<file path="config.mk">
export PLATFORM = sky130hd
export DESIGN_NAME = alu_issue_ctrl_flat
export DESIGN_NICKNAME = d
export VERILOG_FILES = /design/src/rtl/alu_issue_ctrl_if.sv /design/src/rtl/alu_issue_ctrl.sv /design/src/flat_wrapper.sv
export SDC_FILE = /design/constraint.sdc
export NUM_CORES = 1
export LEC_CHECK = 0
export CAP_MARGIN = 40
export CORE_MARGIN = 4
export CORE_UTILIZATION = 40
export DETAILED_ROUTE_END_ITERATION = 10
export PLACE_DENSITY_LB_ADDON = 0.12
export SLEW_MARGIN = 10
export SYNTH_ARGS = -nofsm -noshare
export SYNTH_HDL_FRONTEND = slang
export SYNTH_SLANG_ARGS = --single-unit
</file>
<file path="constraint.sdc">
create_clock -name clk -period 2 [get_ports clk]
set_input_delay 0.4 -clock clk [delete_from_list [all_inputs] [get_ports clk]]
set_output_delay 0.4 -clock clk [all_outputs]
set_load 0.02 [all_outputs]
</file>
<file path="src/rtl/alu_issue_ctrl_if.sv">
// rtl/alu_issue_ctrl_if.sv - request, ALU and response bundle for alu_issue_ctrl
// Purpose: groups the request (req_*), ALU operand/result (alu_*) and response
//          (rsp_*, flags_q) signals of the ALU issue controller.
// Modports:
//   master - the controller: drives req_ready, alu_a/alu_b/alu_ctrl, rsp_*, flags_q
//   slave  - the environment: drives req_valid/op/a/b/tag, alu_result/alu_flags, rsp_ready
interface alu_issue_ctrl_if #(
  parameter int N     = 19,
  parameter int TAG_W = 4
);
  logic             req_valid;
  logic             req_ready;
  logic [2:0]       req_op;
  logic [N-1:0]     req_a;
  logic [N-1:0]     req_b;
  logic [TAG_W-1:0] req_tag;
  logic [N-1:0]     alu_a;
  logic [N-1:0]     alu_b;
  logic [2:0]       alu_ctrl;
  logic [N-1:0]     alu_result;
  logic [2:0]       alu_flags;
  logic             rsp_valid;
  logic             rsp_ready;
  logic [N-1:0]     rsp_result;
  logic [2:0]       rsp_flags;
  logic [TAG_W-1:0] rsp_tag;
  logic             rsp_err;
  logic [2:0]       flags_q;

  modport master (
    input  req_valid, req_op, req_a, req_b, req_tag,
    input  alu_result, alu_flags, rsp_ready,
    output req_ready, alu_a, alu_b, alu_ctrl,
    output rsp_valid, rsp_result, rsp_flags, rsp_tag, rsp_err, flags_q
  );

  modport slave (
    output req_valid, req_op, req_a, req_b, req_tag,
    output alu_result, alu_flags, rsp_ready,
    input  req_ready, alu_a, alu_b, alu_ctrl,
    input  rsp_valid, rsp_result, rsp_flags, rsp_tag, rsp_err, flags_q
  );
endinterface

</file>
<file path="src/rtl/alu_issue_ctrl.sv">
// rtl/alu_issue_ctrl.sv - multicycle ALU operand issue and result capture controller
// Purpose: accepts one op per request handshake, holds registered operands on the
//          ALU for a per-op window (DIV/MOD longer), captures Result/{Z,O,N} and
//          returns them on a backpressured response port; keeps committed flags.
// Ports:
//   clk      - rising-edge clock
//   reset_n  - asynchronous active-low reset
//   bus      - alu_issue_ctrl_if.master (req_*, alu_*, rsp_*, flags_q)
// Build option: ALU_ISSUE_DIVZERO_CHK_EN - reject DIV/MOD by zero with rsp_err
//               without issuing to the ALU.
module alu_issue_ctrl #(
  parameter int N        = 19,
  parameter int OP_WAIT  = 1,
  parameter int DIV_WAIT = 4,
  parameter int TAG_W    = 4
) (
  input  logic             clk,
  input  logic             reset_n,
  alu_issue_ctrl_if.master bus
);

  generate
    if (OP_WAIT < 1 || DIV_WAIT < 1) begin : g_bad_wait
      $error("alu_issue_ctrl: OP_WAIT and DIV_WAIT must both be >= 1");
    end
  endgenerate

  localparam int MAX_WAIT = (DIV_WAIT > OP_WAIT) ? DIV_WAIT : OP_WAIT;
  localparam int CNT_W    = $clog2(MAX_WAIT + 1);
  localparam logic [CNT_W-1:0] OP_CNT  = CNT_W'(OP_WAIT - 1);
  localparam logic [CNT_W-1:0] DIV_CNT = CNT_W'(DIV_WAIT - 1);

  typedef enum logic [1:0] {IDLE, EXEC, RESP} state_t;

  state_t           state, state_nxt;
  logic [CNT_W-1:0] cnt;
  logic [N-1:0]     alu_a_q, alu_b_q, rsp_result_q;
  logic [2:0]       alu_ctrl_q, rsp_flags_q, flags_q_q;
  logic [TAG_W-1:0] rsp_tag_q;
  logic             rsp_err_q;
  logic             req_ready_c, rsp_valid_c, capture;
  logic             accept, req_div, req_err;

  assign req_div = (bus.req_op == 3'b011) || (bus.req_op == 3'b100);

`ifdef ALU_ISSUE_DIVZERO_CHK_EN
  assign req_err = (bus.req_op == 3'b111) || (req_div && (bus.req_b == '0));
`else
  assign req_err = (bus.req_op == 3'b111);
`endif

  assign accept = bus.req_valid && req_ready_c;

  always_ff @(posedge clk or negedge reset_n) begin
    if (!reset_n) state <= IDLE;
    else          state <= state_nxt;
  end

  always_comb begin
    state_nxt   = state;
    req_ready_c = 1'b0;
    rsp_valid_c = 1'b0;
    capture     = 1'b0;
    case (state)
      IDLE: begin
        req_ready_c = 1'b1;
        // Rejected ops never touch the ALU window and answer immediately.
        if (bus.req_valid) state_nxt = req_err ? RESP : EXEC;
      end
      EXEC: begin
        if (cnt == '0) begin
          capture   = 1'b1;
          state_nxt = RESP;
        end
      end
      RESP: begin
        rsp_valid_c = 1'b1;
        if (bus.rsp_ready) state_nxt = IDLE;
      end
      default: state_nxt = IDLE;
    endcase
  end

  always_ff @(posedge clk or negedge reset_n) begin
    if (!reset_n) begin
      alu_a_q      <= '0;
      alu_b_q      <= '0;
      alu_ctrl_q   <= '0;
      rsp_tag_q    <= '0;
      rsp_result_q <= '0;
      rsp_flags_q  <= '0;
      rsp_err_q    <= 1'b0;
      flags_q_q    <= '0;
      cnt          <= '0;
    end else begin
      if (accept) begin
        alu_a_q      <= bus.req_a;
        alu_b_q      <= bus.req_b;
        alu_ctrl_q   <= bus.req_op;
        rsp_tag_q    <= bus.req_tag;
        cnt          <= req_div ? DIV_CNT : OP_CNT;
        rsp_err_q    <= req_err;
        // Error responses report zero result/flags; normal ones overwrite at capture.
        rsp_result_q <= '0;
        rsp_flags_q  <= '0;
      end else if (state == EXEC) begin
        if (cnt != '0) cnt <= cnt - 1'b1;
        // The ALU output is only trusted once the full hold window has elapsed.
        if (capture) begin
          rsp_result_q <= bus.alu_result;
          rsp_flags_q  <= bus.alu_flags;
        end
      end
      if (rsp_valid_c && bus.rsp_ready && !rsp_err_q) flags_q_q <= rsp_flags_q;
    end
  end

  assign bus.req_ready  = req_ready_c;
  assign bus.rsp_valid  = rsp_valid_c;
  assign bus.alu_a      = alu_a_q;
  assign bus.alu_b      = alu_b_q;
  assign bus.alu_ctrl   = alu_ctrl_q;
  assign bus.rsp_result = rsp_result_q;
  assign bus.rsp_flags  = rsp_flags_q;
  assign bus.rsp_tag    = rsp_tag_q;
  assign bus.rsp_err    = rsp_err_q;
  assign bus.flags_q    = flags_q_q;

endmodule

</file>
<file path="src/flat_wrapper.sv">
// flat-port wrapper written by rule: the top's interface ports become plain ports
module alu_issue_ctrl_flat 
#(
  parameter int N        = 19,
  parameter int OP_WAIT  = 1,
  parameter int DIV_WAIT = 4,
  parameter int TAG_W    = 4
)
  (clk, reset_n, bus_req_valid, bus_req_op, bus_req_a, bus_req_b, bus_req_tag, bus_alu_result, bus_alu_flags, bus_rsp_ready, bus_req_ready, bus_alu_a, bus_alu_b, bus_alu_ctrl, bus_rsp_valid, bus_rsp_result, bus_rsp_flags, bus_rsp_tag, bus_rsp_err, bus_flags_q);
  alu_issue_ctrl_if #(.N(N), .TAG_W(TAG_W)) bus_i ();
  input  logic clk;
  input  logic reset_n;
  input wire logic [$bits(bus_i.req_valid)-1:0] bus_req_valid;
  input wire logic [$bits(bus_i.req_op)-1:0] bus_req_op;
  input wire logic [$bits(bus_i.req_a)-1:0] bus_req_a;
  input wire logic [$bits(bus_i.req_b)-1:0] bus_req_b;
  input wire logic [$bits(bus_i.req_tag)-1:0] bus_req_tag;
  input wire logic [$bits(bus_i.alu_result)-1:0] bus_alu_result;
  input wire logic [$bits(bus_i.alu_flags)-1:0] bus_alu_flags;
  input wire logic [$bits(bus_i.rsp_ready)-1:0] bus_rsp_ready;
  output wire logic [$bits(bus_i.req_ready)-1:0] bus_req_ready;
  output wire logic [$bits(bus_i.alu_a)-1:0] bus_alu_a;
  output wire logic [$bits(bus_i.alu_b)-1:0] bus_alu_b;
  output wire logic [$bits(bus_i.alu_ctrl)-1:0] bus_alu_ctrl;
  output wire logic [$bits(bus_i.rsp_valid)-1:0] bus_rsp_valid;
  output wire logic [$bits(bus_i.rsp_result)-1:0] bus_rsp_result;
  output wire logic [$bits(bus_i.rsp_flags)-1:0] bus_rsp_flags;
  output wire logic [$bits(bus_i.rsp_tag)-1:0] bus_rsp_tag;
  output wire logic [$bits(bus_i.rsp_err)-1:0] bus_rsp_err;
  output wire logic [$bits(bus_i.flags_q)-1:0] bus_flags_q;
  assign bus_i.req_valid = bus_req_valid;
  assign bus_i.req_op = bus_req_op;
  assign bus_i.req_a = bus_req_a;
  assign bus_i.req_b = bus_req_b;
  assign bus_i.req_tag = bus_req_tag;
  assign bus_i.alu_result = bus_alu_result;
  assign bus_i.alu_flags = bus_alu_flags;
  assign bus_i.rsp_ready = bus_rsp_ready;
  assign bus_req_ready = bus_i.req_ready;
  assign bus_alu_a = bus_i.alu_a;
  assign bus_alu_b = bus_i.alu_b;
  assign bus_alu_ctrl = bus_i.alu_ctrl;
  assign bus_rsp_valid = bus_i.rsp_valid;
  assign bus_rsp_result = bus_i.rsp_result;
  assign bus_rsp_flags = bus_i.rsp_flags;
  assign bus_rsp_tag = bus_i.rsp_tag;
  assign bus_rsp_err = bus_i.rsp_err;
  assign bus_flags_q = bus_i.flags_q;
  alu_issue_ctrl #(.N(N), .OP_WAIT(OP_WAIT), .DIV_WAIT(DIV_WAIT), .TAG_W(TAG_W)) u_core (.clk(clk), .reset_n(reset_n), .bus(bus_i));
endmodule
</file>
==> impl_metrics.json <==
{
  "status": "finished clean",
  "drive_gt1_share_pct": 21.05,
  "powerDensity_nw_per_um2": 1659,
  "dp.cells": 422,
  "drt_iter0_drc": 54,
  "num-nets-final": 410,
  "final-max-slew-violation-count": 0,
  "synth_edf_count": 0,
  "synthMostInstantiatedCell": "dfrtp_1",
  "hold_violations": 0,
  "max_stage_delay_ns": 0.47,
  "top_layer": "met4",
  "regToRegSetupSlack_ns": 0.37,
  "critPathKind": "register to output port",
  "skew_ns": 0.009261,
  "required_ns": 1.60,
  "arrival_ns": 1.41,
  "synth_top_area_share_pct": 64.71,
  "rows": 30,
  "r2r-end": "u_core.bus.rsp_result[7]",
  "synth_nets": 259,
  "rsz0062_at_grt": "no",
  "drc": 0,
  "async_flop_share_pct": 100.0,
  "grt_start_max_net_pins": 40,
  "clock-root-buffer": "clkbuf_8",
  "cts_setup_buffers": 0,
  "grt_pass1_vias": 2262,
  "cp_max_fo": 5,
  "drt-pass1-iter-count": 3,
  "wl_per_cell_um": 16.04,
  "grt_use_total_pct": 16.86,
  "stdcell_count": 438,
  "synth_common_cells": "dfrtp_1 (76), mux2_2 (46), a22o_1 (22)",
  "clk_pin_slew_ns": 0.08,
  "fin_crit_sh_pct": 90.42,
  "n_antenna_cell": 0,
  "cts_sinks": 76,
  "cp-end-kind": "output port",
  "dieArea_um2": 8783,
  "path_cells": "nor2b_1 > dlygate4sd2_1",
  "grt-ovfl-total": 0,
  "ys_top_cells_by_area": "dfrtp_1 (65%), mux2_2 (18%), a22o_1 (6.6%)",
  "hold_slack_ns": 0.01233,
  "yosysUniqueCellTypes": 25,
  "viasPerCell": 4.838,
  "layout-area-overhead-vs-synth_pct": 59.90,
  "synthCells": 186,
  "period_minus_slack_ns": 1.808,
  "finalSetupViolations": 0,
  "vias": 2119,
  "cts-buffers-inserted": 9,
  "cts_tree": "done",
  "maxCapViolations": 0,
  "clk_latency_ns": 0.34,
  "syn_area_per_cell_um2": 15.80,
  "p_leak_nw": 2.025,
  "ys_ff_latch": 76,
  "place.gp.congestion": 0.7029,
  "port-buffer-count": 143,
  "tightest_slew_ns": 0.4917,
  "slowest_stage": "dfrtp_1",
  "max_freq_mhz": 553.0,
  "core_um2": 6982,
  "synth_warnings": 0,
  "start_kind": "register",
  "vdd_ir_drop_max_v": 0.0007302,
  "tns_ns": 0,
  "ant_nets": 0,
  "worst_r2r_startpoint": "u_core.cnt[0]",
  "grt_pass1_wl_mm": 11.45,
  "wl_met3_um": 671,
  "fin_util_pct": 67.31,
  "initial_core_util_pct": 42.10,
  "routed-wl-met2_mm": 3.323,
  "synth-seq-area-share_pct": 64.71,
  "yosys.area.top_type": "dfrtp_1",
  "routed_wirelength_mm": 7.027,
  "rr_worst_depth": 6,
  "antenna_found_initial": 0,
  "route.layer.met1.wl_mm": 2.958,
  "synth_ff_type": "dfrtp_1",
  "cts_max_path_buffers": 2,
  "relSlewSlack_pct": 67.22,
  "dp.final_hpwl_mm": 5.186,
  "synth_area_um2": 2939,
  "io-pin-count": 144,
  "die_w_um": 93.72,
  "hold_path.class": "primary input to asynchronous set/reset pin",
  "htree_levels": 3,
  "die_h_um": 93.72
}
[flip-flops by register name, indices dropped and copies added (netlist names)]
name	count
u_core.state	2
u_core.bus.rsp_tag	4
u_core.bus.flags_q	3
u_core.bus.rsp_flags	3
u_core.bus.rsp_result	19
u_core.cnt	3
u_core.bus.alu_b	19
u_core.bus.alu_a	19
u_core.bus.rsp_err	1
u_core.bus.alu_ctrl	3
[per-layer routing]
layer | vias up | global-route usage [%]
met3 | 8 | 6.891
met1 | 1046 | 21.20
met5 | - | 0
li1 | 973 | -
met4 | 0 | 4.332
met2 | 92 | 27.03
[how the worst max path moves through the flow]
stage / slack (ns) / depth (start not counted) / startpoint / end
4_1_cts: 0.17 / 2 / u_core.state[1] / bus_rsp_valid
3_5_place_dp: 0.009 / 4 / bus_req_valid / u_core.bus.alu_a[1]
6_report: 0.19 / 2 / u_core.state[1] / bus_rsp_valid
2_1_floorplan: 0.40 / 6 / u_core.cnt[0] / u_core.cnt[1]
3_3_place_gp: 0.04 / 4 / bus_req_valid / u_core.bus.alu_b[0]
5_1_grt: 0.10 / 2 / u_core.state[1] / bus_rsp_valid
[stage by stage]
stage	setup slack [ns]	power, W	area, um^2
after CTS	0.1658	0.007913	4700
after global routing	0.1010	0.008263	4700
after global placement	0.04499	0.006543	4484
after detailed placement	0.008668	0.006619	4484
final	0.1916	0.007797	4700
after floorplan	0.3976	0.004774	2939
[area by class of cell]
type                            count  area [um^2]
Timing Repair Buffer              150         1516
Inverter                            5        18.77
Sequential cell                    76         1902
Clock inverter                      4        72.57
Fill cell                         554         2282
Multi-Input combinational cell     95        924.6
Tap cell                           96        120.1
Clock buffer                       12        145.1
[worst max-delay path: cells and delay by family (launching register included)]
family / cells / cell delay, ns
simple gates: 1 / 0.23
flops: 1 / 0.47
buf+inv: 1 / 0.37
[cells in the final DEF, fill, tap and decap left out, types with 2 or more instances in the layout]
cell type          n
a21oi_1            3
clkbuf_1           2
clkbuf_8          10
a22o_1            22
dlygate4sd2_1      2
buf_12             3
nand2_1            3
dfrtp_1           76
mux2_1             3
nor2_1             2
bufinv_16          2
buf_4              5
mux2_2            46
clkdlybuf4s50_1  140
ha_1               2
inv_1              5
[what timing repair did]
action | 4_1_cts | 5_1_grt
resized for setup | 2 | 0
hold buffers | 0 | 0
setup endpoints to repair | 2 | 0
[power breakdown]
part,internal (W),leakage (nW),switching [W]
logic,0.00211,0.977,0.00178
clock network,0.000736,0.107,0.000544
registers,0.00225,0.942,0.000379
[logic make-up after synthesis]
group           after synthesis  share of synthesized area (%)
simple gates                 14                          3.406
flops                        76                          64.71
compound gates               29                          8.131
mux                          49                          18.77
fa+ha+maj                     2                         0.8513
buf+inv                      15                          3.831
xor+xnor                      1                         0.2981
No activity file was read; power rests on OpenSTA's default activity.
